## config.mk

```make
export PLATFORM = sky130hd
export DESIGN_NAME = vga_frame_reader_flat
export DESIGN_NICKNAME = d
export VERILOG_FILES = /design/src/rtl/vga_frame_reader_if.sv /design/src/rtl/vga_frame_reader.sv /design/src/flat_wrapper.sv
export SDC_FILE = /design/constraint.sdc
export NUM_CORES = 1
export LEC_CHECK = 0
export ABC_AREA = 1
export ABC_CLOCK_PERIOD_IN_PS = 1900
export CAP_MARGIN = 20
export CORE_ASPECT_RATIO = 1.2
export CORE_MARGIN = 4
export CORE_UTILIZATION = 48
export CTS_CLUSTER_DIAMETER = 80
export DETAILED_ROUTE_END_ITERATION = 6
export PLACE_DENSITY = 0.78
export SKIP_CTS_REPAIR_TIMING = 1
export SYNTH_ARGS = -nofsm -noshare
export SYNTH_HDL_FRONTEND = slang
export SYNTH_SLANG_ARGS = --single-unit
```

## constraint.sdc

```tcl
create_clock -name clk -period 1.9 [get_ports clk]
set_clock_uncertainty 0.1 [all_clocks]
set_input_delay 0.38 -clock clk [delete_from_list [all_inputs] [get_ports clk]]
set_output_delay 0.38 -clock clk [all_outputs]
set_load 0.005 [all_outputs]
```

## src/rtl/vga_frame_reader_if.sv

```systemverilog
// Frame-buffer read port and VGA output bundle for vga_frame_reader.
interface vga_frame_reader_if;
    logic [9:0] pixel_x;
    logic [9:0] pixel_y;
    logic [7:0] pixel_val;
    logic [7:0] vga_r;
    logic [7:0] vga_g;
    logic [7:0] vga_b;
    logic       vga_hs;
    logic       vga_vs;
    logic       vga_blank_n;
    logic       frame_start;

    // Reader side: issues addresses, drives the DAC/sync pins.
    modport master (
        output pixel_x, pixel_y, vga_r, vga_g, vga_b, vga_hs, vga_vs, vga_blank_n, frame_start,
        input  pixel_val
    );

    // Frame-buffer / display side.
    modport slave (
        input  pixel_x, pixel_y, vga_r, vga_g, vga_b, vga_hs, vga_vs, vga_blank_n, frame_start,
        output pixel_val
    );
endinterface

```

## src/rtl/vga_frame_reader.sv

```systemverilog
// Free-running VGA raster generator that reads a grayscale frame buffer and
// aligns sync/blank timing with the buffer's fixed read latency.
module vga_frame_reader #(
    parameter int unsigned H_ACTIVE   = 640,
    parameter int unsigned H_FP       = 16,
    parameter int unsigned H_SYNC     = 96,
    parameter int unsigned H_BP       = 48,
    parameter int unsigned V_ACTIVE   = 480,
    parameter int unsigned V_FP       = 10,
    parameter int unsigned V_SYNC     = 2,
    parameter int unsigned V_BP       = 33,
    parameter int unsigned RD_LATENCY = 2
) (
    input logic                clk,
    input logic                reset,
    vga_frame_reader_if.master bus
);
    localparam int unsigned H_TOTAL = H_ACTIVE + H_FP + H_SYNC + H_BP;
    localparam int unsigned V_TOTAL = V_ACTIVE + V_FP + V_SYNC + V_BP;
    // Stage 0 is aligned with pixel_x/pixel_y; the last stage drives the pins.
    localparam int unsigned PipeW   = RD_LATENCY + 2;

    // Counters are 10 bits wide, enough for totals up to 1024.
    logic [9:0] h_cnt_q, h_cnt_d;
    logic [9:0] v_cnt_q, v_cnt_d;
    logic       h_wrap;

    logic       active;
    logic       hs_raw;
    logic       vs_raw;
    logic       fs_raw;
    logic [9:0] pixel_x_q, pixel_x_d;
    logic [9:0] pixel_y_q, pixel_y_d;
    logic       frame_start_q;

    logic [PipeW-1:0] blank_pipe_q;
    logic [PipeW-1:0] hs_pipe_q;
    logic [PipeW-1:0] vs_pipe_q;
    logic [7:0]       rgb_q, rgb_d;

    // Raster counter next state: v advances only on the h wrap.
    always_comb begin
        h_wrap  = (h_cnt_q == 10'(H_TOTAL - 1));
        h_cnt_d = h_wrap ? 10'd0 : h_cnt_q + 10'd1;
        v_cnt_d = v_cnt_q;
        if (h_wrap) begin
            v_cnt_d = (v_cnt_q == 10'(V_TOTAL - 1)) ? 10'd0 : v_cnt_q + 10'd1;
        end
    end

    // Decode region/sync from the counters and select the colour for the next edge.
    always_comb begin
        active    = (h_cnt_q < 10'(H_ACTIVE)) && (v_cnt_q < 10'(V_ACTIVE));
        hs_raw    = !((h_cnt_q >= 10'(H_ACTIVE + H_FP)) &&
                      (h_cnt_q <  10'(H_ACTIVE + H_FP + H_SYNC)));
        vs_raw    = !((v_cnt_q >= 10'(V_ACTIVE + V_FP)) &&
                      (v_cnt_q <  10'(V_ACTIVE + V_FP + V_SYNC)));
        fs_raw    = (h_cnt_q == 10'd0) && (v_cnt_q == 10'd0);
        pixel_x_d = active ? h_cnt_q : 10'd0;
        pixel_y_d = active ? v_cnt_q : 10'd0;
        // pixel_val is valid for the address whose blank bit sits one stage before the pins.
        rgb_d     = blank_pipe_q[PipeW-2] ? bus.pixel_val : 8'h00;
    end

    // All state: counters, address stage, sync/blank delay line and colour register.
    always_ff @(posedge clk) begin
        if (reset) begin
            h_cnt_q       <= 10'd0;
            v_cnt_q       <= 10'd0;
            pixel_x_q     <= 10'd0;
            pixel_y_q     <= 10'd0;
            frame_start_q <= 1'b0;
            blank_pipe_q  <= '0;
            hs_pipe_q     <= '1;
            vs_pipe_q     <= '1;
            rgb_q         <= 8'h00;
        end else begin
            h_cnt_q       <= h_cnt_d;
            v_cnt_q       <= v_cnt_d;
            pixel_x_q     <= pixel_x_d;
            pixel_y_q     <= pixel_y_d;
            frame_start_q <= fs_raw;
            blank_pipe_q  <= {blank_pipe_q[PipeW-2:0], active};
            hs_pipe_q     <= {hs_pipe_q[PipeW-2:0], hs_raw};
            vs_pipe_q     <= {vs_pipe_q[PipeW-2:0], vs_raw};
            rgb_q         <= rgb_d;
        end
    end

    // Output wiring.
    always_comb begin
        bus.pixel_x     = pixel_x_q;
        bus.pixel_y     = pixel_y_q;
        bus.frame_start = frame_start_q;
        bus.vga_r       = rgb_q;
        bus.vga_g       = rgb_q;
        bus.vga_b       = rgb_q;
        bus.vga_blank_n = blank_pipe_q[PipeW-1];
        bus.vga_hs      = hs_pipe_q[PipeW-1];
        bus.vga_vs      = vs_pipe_q[PipeW-1];
    end
endmodule

```

## src/flat_wrapper.sv

```systemverilog
// flat-port wrapper written by rule: the top's interface ports become plain ports
module vga_frame_reader_flat 
#(
    parameter int unsigned H_ACTIVE   = 640,
    parameter int unsigned H_FP       = 16,
    parameter int unsigned H_SYNC     = 96,
    parameter int unsigned H_BP       = 48,
    parameter int unsigned V_ACTIVE   = 480,
    parameter int unsigned V_FP       = 10,
    parameter int unsigned V_SYNC     = 2,
    parameter int unsigned V_BP       = 33,
    parameter int unsigned RD_LATENCY = 2
)
  (clk, reset, bus_pixel_x, bus_pixel_y, bus_vga_r, bus_vga_g, bus_vga_b, bus_vga_hs, bus_vga_vs, bus_vga_blank_n, bus_frame_start, bus_pixel_val);
  vga_frame_reader_if bus_i ();
  input logic clk;
  input logic reset;
  output wire logic [$bits(bus_i.pixel_x)-1:0] bus_pixel_x;
  output wire logic [$bits(bus_i.pixel_y)-1:0] bus_pixel_y;
  output wire logic [$bits(bus_i.vga_r)-1:0] bus_vga_r;
  output wire logic [$bits(bus_i.vga_g)-1:0] bus_vga_g;
  output wire logic [$bits(bus_i.vga_b)-1:0] bus_vga_b;
  output wire logic [$bits(bus_i.vga_hs)-1:0] bus_vga_hs;
  output wire logic [$bits(bus_i.vga_vs)-1:0] bus_vga_vs;
  output wire logic [$bits(bus_i.vga_blank_n)-1:0] bus_vga_blank_n;
  output wire logic [$bits(bus_i.frame_start)-1:0] bus_frame_start;
  input wire logic [$bits(bus_i.pixel_val)-1:0] bus_pixel_val;
  assign bus_pixel_x = bus_i.pixel_x;
  assign bus_pixel_y = bus_i.pixel_y;
  assign bus_vga_r = bus_i.vga_r;
  assign bus_vga_g = bus_i.vga_g;
  assign bus_vga_b = bus_i.vga_b;
  assign bus_vga_hs = bus_i.vga_hs;
  assign bus_vga_vs = bus_i.vga_vs;
  assign bus_vga_blank_n = bus_i.vga_blank_n;
  assign bus_frame_start = bus_i.frame_start;
  assign bus_i.pixel_val = bus_pixel_val;
  vga_frame_reader #(.H_ACTIVE(H_ACTIVE), .H_FP(H_FP), .H_SYNC(H_SYNC), .H_BP(H_BP), .V_ACTIVE(V_ACTIVE), .V_FP(V_FP), .V_SYNC(V_SYNC), .V_BP(V_BP), .RD_LATENCY(RD_LATENCY)) u_core (.clk(clk), .reset(reset), .bus(bus_i));
endmodule
```

==> impl_results.md <==
- CTS root buffer: clkbuf_8
- Post-synth EDFFs: 0
- Ant. Diodes: 0
- Hold-critical path depth: 2
- Worst Slack Setup Final: 223 ps
- Hold Vio Cnt, Final: 0
- DR iter-0 viols: 63
- Number of max-cap violations: 0
- Setup TNS: 0 ps
- Routed Antenna Nets: 0
- R2R Path Start: u_core.h_cnt_q[0]
- CTS sink count: 61
- PortBufs: 57
- WS Path Type: reg -> out
- DR vias/cell: 4.75
- CP max-delay cell: clkdlybuf4s50_1
- Die X: 72.1 um
- Mean post-synth cell area: 8.01 um2
- Final Wtd Congestion: 0.870
- Worst r2r dst: u_core.v_cnt_q[7]
- First-pass detailed-route iteration total: 4
- CTS Buf Count: 9
- Final Power: around 0.0027 W
- Area fraction of the dominant cell type after synthesis: 0.515
- Critical Path AT: 1200 ps
- Core area: 4700 um2
- Cells on worst reg2reg path: 8
- Grt ovf: 0
- RSZ-0062 raised after global routing: no
- Internal power: around 0.0022 W
- Outcome: finished clean
- Hold wc startpoint: u_core.blank_pipe_q[1]
- Cell with the most instances after synthesis: nor2_1
- Startpoint types: flip-flop
- Hold Crit Class: reg -> reg
- Top post-synthesis cells by area: dfxtp_1 (52%), nor2_1 (10%), nand2_1 (7.3%)
- Worst setup EP type: output port
- Async SR Flop Fraction: 0
- Largest net degree at the start of global routing: 15
- Skew-Pair Late Insertion Delay: about 340 ps
- Top-Level Pins: 58
- Max Fclk: slightly below 0.6 GHz
- Pwr Density: 871 nW/um2
- Initial antenna violation count: 0
- Vias: 1948
- DPL Wire Length: approximately 3.5 mm
- Syn_nets: 310
- Net switching power: 0.000535 W
- Layout cell share with drive strength beyond 1: 0.111
- CP max FO: 3
- CP Data Required Time: about 1400 ps
- Setup-failing EPs final: 0
- Sequential share of power: 0.483
- Fin nets: roughly 360
- WHS Endpoint: u_core.blank_pipe_q[2]
- Synth Flop Type: dfxtp_1
- Cell Rows: 27
- Initial core utilization: 0.505
- Longest Clk Path Bufs: 2
- DIE HEIGHT: 85.0 um
- Stages on the worst setup path: 1
- Die area: 6130 um2
- Final period util: 0.883
- Post-Syn Area: 2370 um2
- Fin. max-slew vios: 0
- Area growth, synth to finish: 31.1%
- Static leakage: about 1.3 nW
- Post-Place Worst Slack: around 290 ps
- WHS: 306 ps
- H-tree levels: 3
- Switching part of the total: 0.198
- Min Tclk post-route: 1680 ps
- Seq/Total Area, Yosys: 0.515
- Vias in the first global route: 1829
- Post-DR wirelength/cell: around 12 um
- Peak supply drop: slightly above 0.6 mV
- Clock Power Share: 0.475
- Drt drc: 0
- Gr usage total: 0.175
- Top delay family on crit path: buffers and inverters
- Synthesized flop and latch total: 61
- Post-synth top area cell: dfxtp_1
- CTS tree: built
- First-pass GRT wire length: ~8 mm
- Distinct cells, synth: 27
- Slowest Stage Delay on Critical Path: a little over 500 ps
- Ys Warns: 0
- Critical-path cell list: clkdlybuf4s50_1
- WP buf/inv: 1
- WL final: between 4 and 5 mm
- Core Util, Final: 0.662
- Top cells by count, synth: nor2_1 (66), dfxtp_1 (61), nand2_1 (46)
- Reg2reg setup slack: roughly 270 ps
- Clk slew on worst S/H paths: 60 ps
- Syn Inst Count: 296
- Comb pwr share: 0.042
## kinds of logic after synthesis
kind of cell | synth area share
other | 0.00158
DFF | 0.515
xor gates and xnor gates | 0.0111
and+or+nand+nor | 0.296
adders and majority gates | 0.0211
buffers and inverters | 0.132
AOI/OAI and AO/OA | 0.0232
## cells in the final DEF (no fill, tap or decap)
cell type        netlist  routed
nor2_1                66      66
dfxtp_1               61      61
clkdlybuf4s50_1        0      57
nand2_1               46      46
inv_1                 39      39
nand3_1               16      16
clkbuf_8               0      11
nand4_1                7       7
or2_2                  6       6
nor2_2                 6       6
a21oi_1                4       4
ha_1                   4       4
buf_4                 16       4
nand2_2                3       3
xor2_1                 3       3
nor4_1                 2       2
o21ai_0                2       2
nor3b_2                2       2
bufinv_16              0       2
clkbuf_1               1       2
nor3_2                 1       1
nor3_1                 1       1
nand3_2                1       1
inv_2                  1       1
o21ai_1                1       1
a22oi_1                1       1
a211oi_2               1       1
clkinvlp_4             0       1
conb_1                 1       1
## flip-flops by register name, indices dropped and copies added (netlist names)
signal	flops
u_core.blank_pipe_q	4
u_core.bus.frame_start	1
u_core.bus.pixel_x	10
u_core.bus.pixel_y	10
u_core.bus.vga_b	8
u_core.h_cnt_q	10
u_core.hs_pipe_q	4
u_core.v_cnt_q	10
u_core.vs_pipe_q	4
## per-stage QoR
| stage | std cells | cell area, um2 |
|---|---|---|
| CTS | 410 | 3110 |
| global placement | 394 | 2880 |
| finish | 410 | 3110 |
| floorplan | 296 | 2370 |
| detailed placement | 394 | 2880 |
| global route | 410 | 3110 |
## worst max path at each step
stage                   startpoint                  end  slack (ps)
6_report       u_core.bus.vga_b[4]         bus_vga_b[4]         220
5_1_grt          u_core.h_cnt_q[0]    u_core.v_cnt_q[7]          80
4_1_cts        u_core.bus.vga_b[4]         bus_vga_b[4]         190
3_5_place_dp                 reset  u_core.bus.vga_b[4]         290
3_3_place_gp                 reset    u_core.h_cnt_q[2]         310
2_1_floorplan    u_core.h_cnt_q[0]    u_core.v_cnt_q[1]         510
## cell type report
class,count,area [um2]
clock buffer,13,159
clock inverter,3,67.6
fill,408,1590
inverter,40,150
multi-input combinational,174,836
sequential,61,1220
tap,58,72.6
timing repair buffer,61,601
## layer usage
metal	up-vias	GRT usage	wire length, um	share of wire
met5	-	0	0	0
met4	0	0.0889	129	0.027
met3	13	0.0723	371	0.077
met2	69	0.279	2270	0.47
met1	876	0.198	2030	0.42
li1	990	-	-	-
## power by group through the flow
stage               registers [W]  clock network [W]   logic, W
floorplan                 0.00134                  0  0.0000585
global placement          0.00133                  0   0.000111
detailed placement        0.00134                  0   0.000113
CTS                       0.00131            0.00132   0.000114
global route              0.00131            0.00137   0.000125
finish                    0.00131            0.00129   0.000113
Note: power is estimated with default switching activity, not from simulation.
